**src/rtl/mem_arbiter_pkg.sv**
```systemverilog
// Shared definitions for the memory arbiter and the 32x8 memory block it fronts.
package mem_arbiter_pkg;

    localparam int ADDR_W = 5;
    localparam int DATA_W = 8;

    localparam logic CLIENT_GAME = 1'b0;
    localparam logic CLIENT_DISP = 1'b1;

endpackage

```
**src/rtl/rr_arb2.sv**
```systemverilog
// Two-way round-robin winner select. When both clients are eligible, the client
// that was not granted last wins.
module rr_arb2 (
    input  logic elig_0,
    input  logic elig_1,
    input  logic last_gnt,
    output logic gnt_valid,
    output logic winner
);

    always_comb begin
        gnt_valid = elig_0 | elig_1;
        winner    = elig_1 & (~elig_0 | ~last_gnt);
    end

endmodule

```
**src/rtl/mem_arbiter.sv**
```systemverilog
// Two-client arbiter and sequencer for the synchronous memory: an issue stage
// that registers one memory command per cycle and a return stage that steers read data.
module mem_arbiter #(
    parameter int ADDR_W = mem_arbiter_pkg::ADDR_W,
    parameter int DATA_W = mem_arbiter_pkg::DATA_W
) (
    input  logic              i_Clk,
    input  logic              i_Rst,

    input  logic              i_req_0,
    input  logic              i_we_0,
    input  logic [ADDR_W-1:0] i_addr_0,
    input  logic [DATA_W-1:0] i_wdata_0,
    output logic              o_gnt_0,
    output logic              o_rvalid_0,
    output logic [DATA_W-1:0] o_rdata_0,

    input  logic              i_req_1,
    input  logic              i_we_1,
    input  logic [ADDR_W-1:0] i_addr_1,
    input  logic [DATA_W-1:0] i_wdata_1,
    output logic              o_gnt_1,
    output logic              o_rvalid_1,
    output logic [DATA_W-1:0] o_rdata_1,

    output logic              o_mem_write_en,
    output logic              o_mem_read_en,
    output logic [ADDR_W-1:0] o_mem_write_addr,
    output logic [ADDR_W-1:0] o_mem_read_addr,
    output logic [DATA_W-1:0] o_mem_write_data,
    input  logic [DATA_W-1:0] i_mem_read_data
);

    import mem_arbiter_pkg::*;

    logic              r_last_gnt;
    logic              r_rd_pending;
    logic              r_rd_tag;
    logic [DATA_W-1:0] r_rdata_0;
    logic [DATA_W-1:0] r_rdata_1;

    logic              elig_0;
    logic              elig_1;
    logic              gnt_valid;
    logic              winner;
    logic              win_we;
    logic [ADDR_W-1:0] win_addr;
    logic [DATA_W-1:0] win_wdata;

    // A client is masked while its grant pulse is high so a held request is not granted twice.
    always_comb begin
        elig_0    = i_req_0 & ~o_gnt_0;
        elig_1    = i_req_1 & ~o_gnt_1;
        win_we    = (winner == CLIENT_DISP) ? i_we_1    : i_we_0;
        win_addr  = (winner == CLIENT_DISP) ? i_addr_1  : i_addr_0;
        win_wdata = (winner == CLIENT_DISP) ? i_wdata_1 : i_wdata_0;
    end

    rr_arb2 u_rr_arb2 (
        .elig_0    (elig_0),
        .elig_1    (elig_1),
        .last_gnt  (r_last_gnt),
        .gnt_valid (gnt_valid),
        .winner    (winner)
    );

    // Issue stage registers the command; return stage remembers which client owns the read in flight.
    always_ff @(posedge i_Clk or posedge i_Rst) begin
        if (i_Rst) begin
            r_last_gnt       <= CLIENT_DISP;
            o_gnt_0          <= 1'b0;
            o_gnt_1          <= 1'b0;
            o_mem_write_en   <= 1'b0;
            o_mem_read_en    <= 1'b0;
            o_mem_write_addr <= '0;
            o_mem_read_addr  <= '0;
            o_mem_write_data <= '0;
            r_rd_pending     <= 1'b0;
            r_rd_tag         <= 1'b0;
            r_rdata_0        <= '0;
            r_rdata_1        <= '0;
        end else begin
            o_gnt_0        <= gnt_valid & (winner == CLIENT_GAME);
            o_gnt_1        <= gnt_valid & (winner == CLIENT_DISP);
            o_mem_write_en <= gnt_valid & win_we;
            o_mem_read_en  <= gnt_valid & ~win_we;
            if (gnt_valid) begin
                r_last_gnt <= winner;
                if (win_we) begin
                    o_mem_write_addr <= win_addr;
                    o_mem_write_data <= win_wdata;
                end else begin
                    o_mem_read_addr <= win_addr;
                end
            end
            r_rd_pending <= o_mem_read_en;
            r_rd_tag     <= o_gnt_1;
            if (o_rvalid_0) begin
                r_rdata_0 <= i_mem_read_data;
            end
            if (o_rvalid_1) begin
                r_rdata_1 <= i_mem_read_data;
            end
        end
    end

    // Read data arrives from memory in the return cycle, so it is forwarded directly then and held afterwards.
    always_comb begin
        o_rvalid_0 = r_rd_pending & (r_rd_tag == CLIENT_GAME);
        o_rvalid_1 = r_rd_pending & (r_rd_tag == CLIENT_DISP);
        o_rdata_0  = o_rvalid_0 ? i_mem_read_data : r_rdata_0;
        o_rdata_1  = o_rvalid_1 ? i_mem_read_data : r_rdata_1;
    end

endmodule

```
**config.mk**
```make
export PLATFORM = sky130hd
export DESIGN_NAME = mem_arbiter
export DESIGN_NICKNAME = d
export VERILOG_FILES = /design/src/rtl/mem_arbiter_pkg.sv /design/src/rtl/rr_arb2.sv /design/src/rtl/mem_arbiter.sv
export SDC_FILE = /design/constraint.sdc
export NUM_CORES = 1
export LEC_CHECK = 0
export ABC_AREA = 1
export BUFFER_PORTS_ARGS = -buffer_cell sky130_fd_sc_hd__clkbuf_2
export CORE_MARGIN = 2
export CORE_UTILIZATION = 47
export DETAILED_ROUTE_END_ITERATION = 10
export GPL_TIMING_DRIVEN = 0
export HOLD_SLACK_MARGIN = 0.05
export MAX_ROUTING_LAYER = met4
export PLACE_DENSITY = 0.85
export SLEW_MARGIN = 20
export SYNTH_ARGS = -nofsm -noshare
export SYNTH_HDL_FRONTEND = slang
export SYNTH_SLANG_ARGS = --single-unit
```
**constraint.sdc**
```tcl
create_clock -name i_Clk -period 1.5 [get_ports i_Clk]
set_input_delay 0.15 -clock i_Clk [delete_from_list [all_inputs] [get_ports i_Clk]]
set_output_delay 0.15 -clock i_Clk [all_outputs]
set_load 0.01 [all_outputs]
```
# ---- After elaboration in Yosys (flattened, before gate mapping)
# Index checks and enable logic that the tools add are counted.
# Widths: inputs -> output; s select.
dict set report word_totals {
  regBits 41
  input_bits 40
  output_inout_bits 40
  elab_cells 37
}
dict set report op_classes {
  n_mux 5
  bitwise 18
  reduce_logical 2
}
# operator count
set op_table {}
lappend op_table {{$mux 8} 3}
lappend op_table {{$and 1x1->1} 9}
lappend op_table {{$not 1->1} 7}
lappend op_table {{$mux 5} 1}
lappend op_table {{$reduce_and 2->1} 2}
lappend op_table {{$or 1x1->1} 2}
lappend op_table {{$mux 1} 1}

# ---- Logic depth before layout (Yosys ltp)
# Gate-level depths: netlist (run 1).
dict set report logic_depth {
  depth_word 8
  ltp_mapped 8
  depth_no_buf 7
}

# ---- By module
# A second synthesis (run 1) with hierarchy kept.
dict set report unflattened {
  cells_unflattened 216
  hier_area_um2 1833.0
}
# module n_inst cells_per_inst area_each_um2 seq_area_each_um2
set by_module_without_submodules {}
lappend by_module_without_submodules {mem_arbiter 1 213 1818.0 1027.2}
lappend by_module_without_submodules {rr_arb2 1 3 15.0 0.0}

# ---- Worst setup path after synthesis (run 1)
# Ideal clock, no wire load.
dict set report synth_path {
  path_type {reg-to-output}
  start {register r_rd_tag}
  end {output o_rdata_0[0]}
  arrival_ns 1.236
  required_time_ns 1.350
  slack_ns 0.114
  path_stages_with_launch 5
  n_path_buf 1
  path_cell_list {dfrtp_1 > nor2_1 > inv_1 > clkbuf_1 > o21ai_0}
}
dict set report synth_between {
  elab_chain_cells 3
}
# item line
set synth_rtl {}
lappend synth_rtl {{start, declared} mem_arbiter.sv:38} ;# logic r_rd_tag;
lappend synth_rtl {{start signal, assigned} mem_arbiter.sv:97} ;# r_rd_tag <= o_gnt_1;
lappend synth_rtl {{$not 1->1} mem_arbiter.sv:109} ;# o_rvalid_0 = r_rd_pending & (r_rd_tag == CLIENT_GAME);
lappend synth_rtl {{$and 1x1->1} mem_arbiter.sv:109}
lappend synth_rtl {{via o_rvalid_0} mem_arbiter.sv:15} ;# output logic o_rvalid_0,
lappend synth_rtl {{$mux 8} n/a}
lappend synth_rtl {{end, declared} mem_arbiter.sv:16} ;# output logic [DATA_W-1:0] o_rdata_0,
# The timed path passes the listed nets, and every way through them passes these cells.

# ---- Final worst setup path (run 1)
dict set report layout_path {
  start {register r_rd_tag}
  end {output o_rdata_1[6]}
}
dict set report layout_between {
  elab_chain_cells 2
}
# item line
set layout_rtl {}
lappend layout_rtl {{$and 1x1->1} mem_arbiter.sv:110} ;# o_rvalid_1 = r_rd_pending & (r_rd_tag == CLIENT_DISP);
lappend layout_rtl {{$mux 8} n/a}
lappend layout_rtl {{end, declared} mem_arbiter.sv:24} ;# output logic [DATA_W-1:0] o_rdata_1,
# No other way between the ends.

==> qor.yml, run 1 <==
floorplanning:
  initial_core_util: 0.502
  coreArea_um2: 3740
  die-height_um: 67.2
  placementRows: 22
  ioPinCount: 80
  die_x_um: 67.2
  dieArea_um2: 4520
grt:
  grt_pass1_wl_mm: 6.93
  grt_start_max_net_pins: 22
  met3_usage: 0.0467
  grt_usage: 0.214
  met1_usage: 0.265
  grt_overflow: 0
  antenna_found_initial: 0
  grtUsageMet2: 0.358
  first_global_vias: 1576
  grt.busiest_layer: "met2"
yosys:
  synth-edff-count: 0
  netlist_area_um2: 1880
  synthArstFlopShare: 1.00
  yosys_warnings: 0
  syn_nets: 254
  yosys.area.top_type: "dfrtp_1"
  yosysMostFrequentCell: "nand2_1"
  synth_top_area_frac: 0.533
  netlist_top_cells_count: "nand2_1 (81), dfrtp_1 (40), nand3_1 (30), inv_1 (20), o21ai_0 (17)"
  synth_cell_types: 17
  yosysSeqAreaShare: 0.547
  syn_area_per_cell_um2: 8.78
  synthFlopType: "dfrtp_1"
  synth_seq_cells: 41
  synthTopCellsByArea: "dfrtp_1 (53%), nand2_1 (16%), nand3_1 (8.0%), o21ai_0 (4.5%), inv_1 (4.0%)"
  synth_cells: 214
place:
  place_hpwl_mm: 3.06
  place_inst: 342
  portBuffers: 79
  gp_congestion: 0.819
sta:
  drv_slew: 0
  rsz0062_at_grt: "yes"
  skew_ps: 10.6
  hold_violations: 0
  max_clock_freq_mhz: 637
  final.setup.worst_slack_ps: -69.9
  setup_viol: 4
  timing.final.crit_share: 1.05
  slew_headroom: 0.696
  min_period_ps: 1570
  worst_pin_slew_ps: 455
finish:
  finalCoreUtilization: 0.714
  area_delta_synth_final_pct: 42.2
  drive_gt1_frac: 0.438
  finalNonFillerCells: 352
  nets: 345
  num_antenna_cells: 0
pwr:
  power.density_nw_per_um2: 1610
  vdd_drop_max_mv: 0.700
  total_power_uw: 4290
  power_leakage_uw: 0.00153
cts:
  clockBufferDepth: 2
  clkTransAtPathRegs_ps: 60
  clock_latency_ps: 280
  tritoncts: "built"
  numCtsBuffers: 5
  clock-sinks: 41
  ctsRootBufferMaster: "clkbuf_8"
  ctsHtreeMaxLevel: 2
critical_path:
  crit_type: "reg2out"
  arrival_ps: 1420
  required_ps: 1350
  critical-path-slowest-cell: "dfrtp_1"
  cp-start-kind: "register"
  crit_path_max_incr_delay_ps: 400
  rrSetupSlack_ps: 110
  crit_path_cell_trace: "nand2_2, clkbuf_8, nand2_1, o21ai_1, clkbuf_2"
  path_max_fanout: 10
  end_kind: "output port"
job:
  cap_violations: 0
status:
  failed_checks: "setup timing"
  outcome: "complete, but fails checks"
routing:
  via_per_inst: 4.77
  num_vias: 1679
  drc: 0
  drtPass1Iterations: 4
  routed_wl_mm: 4.55
  wire_per_inst_um: 12.9
  ant_nets: 0
  drt_iter0_markers: 67
min_path:
  hold_path_class: "in2reg"
flip-flops by register name, indices dropped and copies added (netlist names):
register / cells
o_mem_write_en: 1
o_mem_read_addr: 5
o_mem_read_en: 1
o_mem_write_addr: 5
r_last_gnt: 1
o_gnt_0: 1
r_rd_tag: 1
o_mem_write_data: 8
r_rd_pending: 1
r_rdata_0: 8
o_gnt_1: 1
r_rdata_1: 8
cells by family (layout without fill, tap and decap cells):
group,count (synthesis),in the layout,share of synthesized area
simple gates,125,125,0.325
compound gates,17,17,0.0453
buf+inv,31,121,0.0826
flops,41,41,0.547
path summary, 6_finish.rpt:
| kind | startpoint | to | cells past startpoint |
|---|---|---|---|
| max | r_rd_tag | o_rdata_1[6] | 5 |
| min | i_mem_read_data[2] | r_rdata_0[2] | 3 |
| max reg2reg | o_gnt_1 | o_mem_read_addr[3] | 7 |
| min reg2reg | o_mem_read_en | r_rd_pending | 0 |
| max in group asynchronous | i_Rst | r_last_gnt | 4 |
| min in group asynchronous | i_Rst | o_mem_write_data[6] | 3 |
where the power goes:
part           total (µW)  internal [µW]  switching [µW]
logic                1920            852            1070
registers            1740           1520             214
clock network         628            306             323
total                4290           2680            1610
final cells by class:
class	instances	area, µm²
flip-flops and latches	41	1030
clock inverters	1	5.00
well taps	48	60.1
plain buffers	9	104
inverters	22	82.6
clock buffers	5	68.8
repair buffers	84	513
fillers	277	1070
multi-input cells	142	811
timing repair:
item	in CTS	in global routing
setup endpoints to repair	17	16
cloned	1	0
pin swaps	0	1
hold endpoints to repair	20	0
hold buffers	1	0
gates resized for setup	41	26
setup buffers	2	0
per-stage QoR:
| stage | TNS, ps | hold WS, ps | worst slack, ps | area (µm²) |
|---|---|---|---|---|
| floorplan | 0 | 339 | 114 | 1880 |
| global placement | -1150 | 358 | -29.9 | 2330 |
| detailed placement | 0 | 165 | 26.6 | 2360 |
| CTS | -1.24 | 126 | -1.24 | 2580 |
| global route | -1060 | 173 | -116 | 2670 |
| finish | -88.0 | 176 | -69.9 | 2670 |
placed cells by master (no fill, tap or decap), types with 3 or more instances in the layout:
cell      netlist  layout
buf_6           4      12
clkbuf_8        0       6
buf_4           2       4
clkbuf_2        0      71
nand3_4         3       3
inv_1          20      18
o21ai_4         0       8
nand2_4         3       3
nand3_1        30      30
inv_2           2       4
nand2_1        81      72
o21ai_1         0       8
nand2_2         2      11
dfrtp_1        40      40
nand3_2         3       3
worst max-delay path, delay by kind of cell, from the launching register on:
kind                   cells  cell delay, ps
AOI/OAI and AO/OA          1             140
and+or+nand+nor            2             230
buffers and inverters      2             380
DFF                        1             400
layer usage:
metal	vias to the layer above	wire, µm
met5	-	0
met4	0	31
met3	4	251
met2	71	2320
met1	751	1950
li1	853	-
Note: power is estimated with default switching activity, not from simulation.
==> run 2, diff against run 1 <==
CORE_ASPECT_RATIO = 1.25   (was unset)
PLACE_DENSITY = 0.77   (was 0.85)
==> qor.yml, run 2 (synthesized netlist as in run 1, its figures left out) <==
sta:
  skew_ps: 5.13  # -5.44 ps
  hold_violations: 0  # unchanged
  whs_ps: 141  # -35.0 ps
  final.setup.worst_slack_ps: -18.3  # +51.6 ps
  slew_headroom: 0.693  # -0.00291
  max_clock_freq_mhz: 659  # +3.4%
  timing.final.crit_share: 1.01  # -0.0344
  worst_pin_slew_ps: 460  # +4.36 ps
  drv_slew: 0  # unchanged
  rsz0062_at_grt: "yes"
  min_period_ps: 1520  # -51.6 ps
  setup_viol: 5  # +1
  setup_tns_ps: -53.1  # +34.9 ps
critical_path:
  required_ps: 1350  # about the same
  worstRegToRegCells: 7  # unchanged
  crit_path_start: "r_rd_pending"
  r2r_end: "o_mem_write_addr[1]"
  r2r_start: "r_last_gnt"
  arrival_ps: 1370  # -50 ps
  rrSetupSlack_ps: 120  # about the same
  path_max_fanout: 6  # -4
  cp-start-kind: "register"
  cp-endpoint: "o_rdata_0[6]"
  crit_type: "reg2out"
  end_kind: "output port"
place:
  place_inst: 348  # +1.8%
  gp_congestion: 0.749  # -8.5%
  place_worst_setup_slack_ps: -2.08  # -28.7 ps
  place_hpwl_mm: 3.27  # +6.8%
  portBuffers: 79  # unchanged
grt:
  grt_pass1_wl_mm: 6.70  # -3.3%
  antenna_found_initial: 0  # unchanged
  grt_usage: 0.203  # -0.0109
  first_global_vias: 1600  # +1.5%
  grt_overflow: 0  # unchanged
  grt_start_max_net_pins: 22  # unchanged
cts:
  ctsHtreeMaxLevel: 2  # unchanged
  clockBufferDepth: 2  # unchanged
  numCtsBuffers: 5  # unchanged
  clock_latency_ps: 280  # about the same
  ctsRootBufferMaster: "clkbuf_8"
  clkTransAtPathRegs_ps: 70  # about the same
  clock-sinks: 41  # unchanged
  tritoncts: "built"
routing:
  wire_per_inst_um: 12.4  # -4.4%
  num_vias: 1702  # +1.4%
  drc: 0  # unchanged
  via_per_inst: 4.75  # -0.33%
  ant_nets: 0  # unchanged
  drtPass1Iterations: 4  # unchanged
  routed_wl_mm: 4.43  # -2.8%
  drt_iter0_markers: 32  # -52%
finish:
  fillers: 325  # +17%
  mostFrequentLayoutCells: "nand2_1 (74), clkbuf_2 (70), dfrtp_1 (40)"
  finalNonFillerCells: 358  # +1.7%
  num_antenna_cells: 0  # unchanged
  finalCoreUtilization: 0.693  # -0.0205
  nets: 345  # unchanged
  drive_gt1_frac: 0.447  # +0.00987
  final_common_cell: "nand2_1"
  area_delta_synth_final_pct: 40.8
  reg_top3: "o_mem_write_data (8), r_rdata_0 (8), r_rdata_1 (8)"
pwr:
  vdd_drop_max_mv: 0.765  # +9.3%
  power_leakage_uw: 0.00153  # +0.13%
  power.density_nw_per_um2: 1600  # -0.19%
floorplanning:
  ioPinCount: 80  # unchanged
  placementRows: 25  # +14%
  initial_core_util: 0.492  # -0.00954
  dieArea_um2: 4520  # about the same
  die_x_um: 60.5  # -9.9%
  coreArea_um2: 3820  # +1.9%
  die-height_um: 74.7  # +11%
status:
  outcome: "complete, but fails checks"
  failed_checks: "setup timing"
min_path:
  hold_path_class: "in2reg"
  holdPathStages: 3  # unchanged
job:
  cap_violations: 0  # unchanged
-- run 2: cell count changes in the layout (fill, tap and decap cells not counted), sizes merged --
cell	delta
buf	+3
clkbuf	-3
-- run 2: timing repair --
item / in CTS / in global routing
buffers inserted: 1 / 2
endpoints found under the hold margin: 20 / 0
resized for setup: 31 / 36
hold buffers: 1 / 0
endpoints found under the setup margin: 17 / 15
pin swaps: 0 / 1
-- run 2: power by group --
part	switching (µW)	leakage (µW)	internal [µW]
registers	203	0.000513	1520
clock network	339	0.0000399	306
logic	1050	0.000976	816
total	1600	0.00153	2640
-- run 2: critical path: stages (launching register included) --
cell     delay (ps)
dfrtp_1         380
inv_1            60
nor2_2          130
inv_2            70
buf_4           170
nand2_2          80
o21ai_4          70
buf_6           120
-- run 2: area by class of cell --
class	instances	area, µm²	area share
well taps	54	67.6	0.0255
clock buffers	5	68.8	0.0260
multi-input cells	142	807	0.305
plain buffers	9	100	0.0378
clock inverters	1	5.00	0.00189
repair buffers	84	487	0.184
flip-flops and latches	41	1030	0.388
inverters	22	82.6	0.0312
-- run 2: stage by stage --
step / total power (µW) / cell area (µm²)
2_1_floorplan: 2600 / 1880
3_3_place_gp: 3190 / 2340
3_5_place_dp: 3250 / 2370
4_1_cts: 4000 / 2510
5_1_grt: 4540 / 2650
6_report: 4240 / 2650
-- run 2: metal layers --
layer,wire length [µm],track usage
met1,1770,0.219
met2,2360,0.368
met3,253,0.0567
met4,39,0.0459
met5,0,-
-- run 2: worst min path at each step --
stage	from	to	slack (ps)
5_1_grt	i_mem_read_data[3]	r_rdata_0[3]	150
6_report	i_mem_read_data[3]	r_rdata_0[3]	140
2_1_floorplan	i_we_0	o_mem_read_en	340
3_5_place_dp	i_Rst	r_rdata_0[3]	180
4_1_cts	i_mem_read_data[3]	r_rdata_0[3]	110
3_3_place_gp	o_mem_read_en	r_rd_pending	360
